--- config.mk ---
export PLATFORM = sky130hd
export DESIGN_NAME = fifo_burst_writer
export DESIGN_NICKNAME = d
export VERILOG_FILES = /design/src/rtl/fifo_wr_pkg.sv /design/src/rtl/fifo_wr_patgen.sv /design/src/rtl/fifo_burst_writer.sv
export SDC_FILE = /design/constraint.sdc
export NUM_CORES = 1
export LEC_CHECK = 0
export ABC_AREA = 0
export CAP_MARGIN = 10
export CORE_MARGIN = 4
export CORE_UTILIZATION = 30
export CTS_CLUSTER_DIAMETER = 150
export DETAILED_ROUTE_END_ITERATION = 12
export REMOVE_ABC_BUFFERS = 1
export SLEW_MARGIN = 20
export SYNTH_ARGS = -nofsm -noshare
export SYNTH_HDL_FRONTEND = slang
export SYNTH_SLANG_ARGS = --single-unit
export TNS_END_PERCENT = 50
--- constraint.sdc ---
create_clock -name wclk -period 4.3 [get_ports wclk]
set_clock_uncertainty 0.1 [all_clocks]
set_input_delay 1.075 -clock wclk [delete_from_list [all_inputs] [get_ports wclk]]
set_output_delay 1.075 -clock wclk [all_outputs]
set_load 0.02 [all_outputs]
--- src/rtl/fifo_wr_pkg.sv ---
// Shared types and constants for the FIFO burst writer and its pattern generator.
package fifo_wr_pkg;

  typedef enum logic [1:0] {
    IDLE  = 2'd0,
    WRITE = 2'd1,
    DONE  = 2'd2
  } wr_state_e;

  // Fibonacci taps 8,6,5,4 expressed as a mask over data[7:0] (bits 7,5,4,3)
  localparam logic [7:0] LFSR_TAPS = 8'hB8;

  localparam logic MODE_INC  = 1'b0;
  localparam logic MODE_LFSR = 1'b1;

endpackage

--- src/rtl/fifo_wr_patgen.sv ---
// Data-word pattern generator: holds the current word and steps it by increment or LFSR.
// The LFSR step is defined for an 8-bit word.
module fifo_wr_patgen
  import fifo_wr_pkg::*;
#(
  parameter int DATA_WIDTH = 8
) (
  input  logic                  clk_i,
  input  logic                  rst_i,
  input  logic                  load_i,
  input  logic [DATA_WIDTH-1:0] seed_i,
  input  logic                  mode_i,
  input  logic                  advance_i,
  output logic [DATA_WIDTH-1:0] word_o
);

  logic [DATA_WIDTH-1:0] data_q, data_d;
  logic                  mode_q, mode_d;
  logic [DATA_WIDTH-1:0] inc_next_s;
  logic [DATA_WIDTH-1:0] lfsr_next_s;

  // Next-word candidates and load/advance selection
  always_comb begin
    inc_next_s  = data_q + DATA_WIDTH'(1);
    lfsr_next_s = {data_q[DATA_WIDTH-2:0], ^(data_q[7:0] & LFSR_TAPS)};
    data_d      = data_q;
    mode_d      = mode_q;
    if (load_i) begin
      mode_d = mode_i;
      // An all-zero LFSR state would lock up, so a zero seed starts at 1
      if ((mode_i == MODE_LFSR) && (seed_i == '0)) begin
        data_d = DATA_WIDTH'(1);
      end else begin
        data_d = seed_i;
      end
    end else if (advance_i) begin
      if (mode_q == MODE_INC) begin
        data_d = inc_next_s;
      end else begin
        data_d = lfsr_next_s;
      end
    end else begin
      data_d = data_q;
    end
  end

  // Data and mode registers
  always_ff @(posedge clk_i or posedge rst_i) begin
    if (rst_i) begin
      data_q <= '0;
      mode_q <= MODE_INC;
    end else begin
      data_q <= data_d;
      mode_q <= mode_d;
    end
  end

  assign word_o = data_q;

endmodule

--- src/rtl/fifo_burst_writer.sv ---
// Write-side burst producer for the async FIFO: pushes seeded word bursts, stalling on fifo_full.
// Optional FIFO_WR_CHECKSUM_EN builds an XOR checksum of written words; otherwise checksum is 0.
module fifo_burst_writer
  import fifo_wr_pkg::*;
#(
  parameter int DATA_WIDTH = 8,
  parameter int LEN_WIDTH  = 10
) (
  input  logic                  wclk,
  input  logic                  wrst_n,
  input  logic                  start,
  input  logic [LEN_WIDTH-1:0]  burst_len,
  input  logic [DATA_WIDTH-1:0] seed,
  input  logic                  mode,
  input  logic                  abort,
  input  logic                  fifo_full,
  output logic                  write_enable,
  output logic [DATA_WIDTH-1:0] data_in,
  output logic                  busy,
  output logic                  done,
  output logic [LEN_WIDTH-1:0]  words_written,
  output logic [DATA_WIDTH-1:0] checksum
);

  // The reset input keeps its legacy name but is asserted high
  logic rst_s;
  assign rst_s = wrst_n;

  wr_state_e             state_q, state_d;
  logic [LEN_WIDTH-1:0]  len_q, len_d;
  logic [LEN_WIDTH-1:0]  count_q, count_d;
  logic                  busy_q, done_q;
  logic                  we_s;
  logic                  start_acc_s;
  logic                  load_s;
  logic [LEN_WIDTH-1:0]  count_inc_s;

  // Next-state, counter and capture logic
  always_comb begin
    we_s        = (state_q == WRITE) && !fifo_full && !abort;
    start_acc_s = (state_q == IDLE) && start;
    count_inc_s = count_q + LEN_WIDTH'(1);
    state_d     = state_q;
    len_d       = len_q;
    count_d     = count_q;
    load_s      = 1'b0;
    case (state_q)
      IDLE: begin
        if (start) begin
          count_d = '0;
          if (burst_len != '0) begin
            state_d = WRITE;
            len_d   = burst_len;
            load_s  = 1'b1;
          end else begin
            state_d = DONE;
          end
        end else begin
          state_d = IDLE;
        end
      end
      WRITE: begin
        if (abort) begin
          state_d = DONE;
        end else if (we_s) begin
          count_d = count_inc_s;
          if (count_inc_s == len_q) begin
            state_d = DONE;
          end else begin
            state_d = WRITE;
          end
        end else begin
          state_d = WRITE;
        end
      end
      DONE:    state_d = IDLE;
      default: state_d = IDLE;
    endcase
  end

  // FSM state, captured length, write count and registered status flags
  always_ff @(posedge wclk or posedge rst_s) begin
    if (rst_s) begin
      state_q <= IDLE;
      len_q   <= '0;
      count_q <= '0;
      busy_q  <= 1'b0;
      done_q  <= 1'b0;
    end else begin
      state_q <= state_d;
      len_q   <= len_d;
      count_q <= count_d;
      busy_q  <= (state_d == WRITE);
      done_q  <= (state_d == DONE);
    end
  end

  fifo_wr_patgen #(
    .DATA_WIDTH (DATA_WIDTH)
  ) u_patgen (
    .clk_i     (wclk),
    .rst_i     (rst_s),
    .load_i    (load_s),
    .seed_i    (seed),
    .mode_i    (mode),
    .advance_i (we_s),
    .word_o    (data_in)
  );

`ifdef FIFO_WR_CHECKSUM_EN
  logic [DATA_WIDTH-1:0] cks_q, cks_d;

  // Checksum next value: cleared on a new command, folded in on each write
  always_comb begin
    if (start_acc_s) begin
      cks_d = '0;
    end else if (we_s) begin
      cks_d = cks_q ^ data_in;
    end else begin
      cks_d = cks_q;
    end
  end

  // Checksum accumulator
  always_ff @(posedge wclk or posedge rst_s) begin
    if (rst_s) begin
      cks_q <= '0;
    end else begin
      cks_q <= cks_d;
    end
  end

  assign checksum = cks_q;
`else
  logic unused_start_acc_s;
  assign unused_start_acc_s = start_acc_s;
  assign checksum = '0;
`endif

  assign write_enable  = we_s;
  assign busy          = busy_q;
  assign done          = done_q;
  assign words_written = count_q;

endmodule

== After elaboration in Yosys (flattened, before gate mapping) ==
Cells that the tools add are included.
Word-level totals
  word-level logic and storage cells: 46
  RAM bits: 0
  output and inout port bits: 29
  bits in registers: 33
  input bits: 24
  memories kept: 0
  latch bits: 0
  ROM bits: 0
Cells by class
  multipliers: 0
  bitwise gates (word level): 0
  mux-type cells: 17
  eq/ne operators: 7
  div/mod/pow operators: 0
  $add $sub $neg: 2
  reductions and logical operators: 13
  order comparisons: 0
  shift-type cells: 0
Operators by type and width (number)
  2-to-1 mux 8 bit: 4
  2-to-1 mux 10 bit: 3
  case mux 10 bit (2 select lines): 1
  adder 10 x 1 -> 10 bit (second input constant): 1
  equality test 10 bit: 1
  2-to-1 mux 2 bit: 5
  nonzero test 10 bit: 1
  adder 8 x 1 -> 8 bit (second input constant): 1
  logical NOT 8 bit: 1
  parity 8 bit: 1
  != test 2 bit (second input constant): 3
  equality test 2 x 1 -> 1 bit (second input constant): 2
  case mux 2 bit (2 select lines): 1
  AND reduction 4 bit: 1
  nonzero test 2 bit: 2
  logical AND 1 bit: 3
  2-to-1 mux 1 bit: 3
  AND reduction 3 bit: 1
  equality test 2 bit (second input constant): 1
  logical NOT 1 bit: 2
  logical NOT 2 bit: 1

== Depth between registers and ports, before layout ==
  depth after elaboration: 7
  mapped depth: 8
  mapped depth without buffers: 8

== By module ==
From an unflattened synthesis, not the netlist that was laid out.
Unflattened totals
  cell total of the unflattened synthesis: 223
  area, all modules: 2138.3 um2
Modules (own cells, without submodules)
  fifo_burst_writer: times used 1, cells an instance 146, seq. area each 600.6 um2, area an instance 1453.9 um2
  fifo_wr_patgen: times used 1, cells an instance 77, seq. area each 225.2 um2, area an instance 684.4 um2

== Worst setup path before layout ==
Ideal clock, no wire load.
  path kind: input port to output port
  start: input abort
  end: output write_enable
  setup slack: 1260 ps
  required time: 3125 ps
  stages on the path: 4
  buffers on the path: 1
  arrival: 1865 ps
  cell sequence: nor3b_2 -> nand2b_1 -> clkinv_1 -> buf_1
Between the ends
  longest elaborated chain between the ends: 2
RTL lines
  start, declared: line fifo_burst_writer.sv:15  | input logic abort,
  logical NOT 1 bit: line fifo_burst_writer.sv:40  | we_s = (state_q == WRITE) && !fifo_full && !abort;
  logical AND 1 bit: line fifo_burst_writer.sv:40
  end, declared: line fifo_burst_writer.sv:17  | output logic write_enable,
Every way passes these cells.

== Final worst setup path ==
Ends and elaborated chain as after synthesis.

==> results.md <==
* Count leader, synth: nand2_1
* Worst VDD drop at 0.312 mV
* Initial Util at around a third
* Syn Inst Count at 222
* Setup TNS at 0 ns
* Worst Hold Class: flip-flop to flip-flop
* Final setup viols at 0
* Net Sw Frac at 39.2%
* Antenna violations before repair at 0
* Post-Synth XOR/XNOR Area at 5.61%
* Maximum root-to-sink buffer count at 2
* Synth top area cells: dfrtp_1, nand2_1, mux2_2
* Power density of the placed cells at 517 nW/µm²
* Total Wirelength at 5030 µm
* Maxcap violations at 0
* 1st-iter DRT viols at 55
* Data arrival, critical path at 2.57 ns
* Worst-Margin Slew at 0.528 ns
* CP bufs+invs at 3
* Yosys top cell by area: dfrtp_1
* DRC viols at 0
* Top delay family on crit path: buffers and inverters
* Port Buffer Count at 44
* Post-Synth Simple-Gate Area at 20.2%
* RSZ-0062 raised after global routing: false
* Final hold viol count at 0
* I/O pins at 53
* Number of antenna diodes at 0
* Sequential share of the synthesized area at 40.7%
* P_int at just over 0.0008 W
* Top-area cell type share of the netlist area at 40.7%
* DR WL met2 at 2460 µm
* Die Y at 90.3 µm
* Number of distinct library cells after synthesis at 50
* Adder-cell share of the synthesized area at 1.85%
* Remaining Overflow, GRT at 0
* Area Growth Syn to Fin at 28.1%
* EDFF count, synth at 0
* RePlAce Congestion at 0.787
* H-tree depth at 2
* Cts bufs inserted at 5
* Total power at roughly 0.0013 W
* Vias per cell at 5.18
* Synth cell count leaders: nand2_1, dfrtp_1, o21ai_0, mux2_2, xnor2_1
* Post-synthesis cell area at just over 2000 µm²
* Crit end category: output pin
* Switching Power at 0.000527 W
* 1st-pass router iterations at 4
* Max frequency at 0.267 GHz
* Vias in the first global route at 1691
* Cell mode on critical path: clkdlybuf4s50_1
* CP required at around 3.1 ns
* Largest family of logic cells by synthesized area: simple AND/OR/NAND/NOR gates
* Post-DP HPWL at between 3000 and 4000 µm
* Largest net degree at the start of global routing at 34
* Highest metal used: met4
* First-pass GRT wire length at 8440 µm
* Logic pwr share at between 40% and 50%
* Compound-Gate Fraction of Synth Area at 18.1%
* Site Rows at 29
* CP peak stage delay at 0.61 ns
* FF+latch count, synth at 33
* Crit path kind: input pin to output pin
* Leakage at 1.04 nW
* Wl on met1 at 2260 µm
* Async S/R FF share, synth at 100%
* Clk pwr share at 16.4%
* Post-cts resize count at 0
* Part of the cycle the worst path needs at 87.0%
* Layout net count at 293
* Die Span X at ~90 µm
* Final core utilization at around two fifths
* Crit-path cells: clkdlybuf4s50_1 -> nor3b_2 -> nand2b_1 -> clkinv_1 -> clkdlybuf4s50_1
* Multiplexer area fraction after synthesis at under 10%
* Outcome: finished clean
* Max stage delay cell, worst path: clkdlybuf4s50_1
* Synth warn at 0
* Root Buffer Master: clkbuf_8
* Startpoint Class: input pin
* Seq pwr share at 40.8%
* Post-synth top flop: dfrtp_1
* Layout cells sized above 1 at a little over a tenth
* Max FO, Critical Path at 3
* Syn Area/Cell at 9.14 µm²
* Tot GR Track Use at 12.8%
* CTS Sinks at 33
* CTS tree: done
* Hold Buf Count CTS at 0
* Shortest period the worst path allows at 3.74 ns
* Die area at 8150 µm²
* Setup bufs post-CTS at 0
* Count of pins over their slew limit at 0
* Slew HR at 64.6%
* Met3 wire len at 271 µm
* Cells after DPL at 336
* Worst-path clk slew at ~0.07 ns
* Core Region at 6460 µm²
* Clock Latency Late Sink at 0.29 ns
* Non-filler cells, final at between 300 and 400
* Routed vias at 1770
* Fillers at about 660
* Per-cell routed wire length at 14.7 µm
* DRT antenna net count at 0
-- registers in the layout, indices dropped and copies added (netlist names) --
register         count
len_q               10
u_patgen.mode_q      1
busy                 1
words_written       10
state_q              2
u_patgen.word_o      8
done                 1
-- final cells by class --
| cell class | count | area, µm² | share of cell area (%) |
|---|---|---|---|
| Inverter | 5 | 18.8 | 0.722 |
| Multi-Input combinational cell | 173 | 1110 | 42.9 |
| Tap cell | 77 | 96.3 | 3.71 |
| Timing Repair Buffer | 48 | 470 | 18.1 |
| Clock inverter | 1 | 5.00 | 0.192 |
| Clock buffer | 5 | 68.8 | 2.65 |
| Sequential cell | 33 | 826 | 31.8 |
-- power by group through the flow --
| stage | Clock (W) | Combinational (W) | Sequential [W] |
|---|---|---|---|
| after floorplan | 0 | 0.000332 | 0.000581 |
| after CTS | 0.000229 | 0.000586 | 0.000549 |
| final | 0.000220 | 0.000576 | 0.000548 |
| after global placement | 0 | 0.000572 | 0.000555 |
| after detailed placement | 0 | 0.000579 | 0.000555 |
| after global routing | 0.000236 | 0.000651 | 0.000573 |
-- layout by cell type (no fill, tap or decap), types with 8 or more instances in the layout --
cell	n
xnor2_1	11
conb_1	8
a21oi_1	8
nand2_1	36
nor2_1	9
mux2_2	12
clkdlybuf4s50_1	44
o21ai_0	23
dfrtp_1	33
-- routing by layer --
metal | global-route usage, % | vias to the layer above
li1 | - | 868
met1 | 16.4 | 851
met2 | 21.3 | 46
met3 | 3.83 | 5
met4 | 2.68 | 0
met5 | 0 | -
-- worst paths after layout --
kind,start,to,slack (ns),cells after the start
max,abort,write_enable,0.56,5
min,len_q[0],len_q[0],0.43,1
max reg2reg,state_q[1],state_q[0],1.95,9
min reg2reg,len_q[0],len_q[0],0.43,1
max in group asynchronous,wrst_n,len_q[9],2.72,3
min in group asynchronous,wrst_n,u_patgen.word_o[2],1.08,3
-- per-stage QoR --
| stage | cell area (µm²) | hold WS [ns] | setup WS, ns |
|---|---|---|---|
| after floorplan | 1960 | 0.396 | 1.16 |
| after global placement | 2530 | 0.414 | 0.555 |
| after detailed placement | 2530 | 0.420 | 0.540 |
| after CTS | 2600 | 0.434 | 0.527 |
| after global routing | 2600 | 0.464 | 0.441 |
| final | 2600 | 0.429 | 0.558 |
-- cells by family after synthesis --
family / after synthesis
other: 1
xor gates and xnor gates: 13
muxes: 14
AOI/OAI and AO/OA: 57
and+or+nand+nor: 78
DFF: 33
buffers and inverters: 23
adders and majority gates: 3
(Power assumes the default switching activity.)
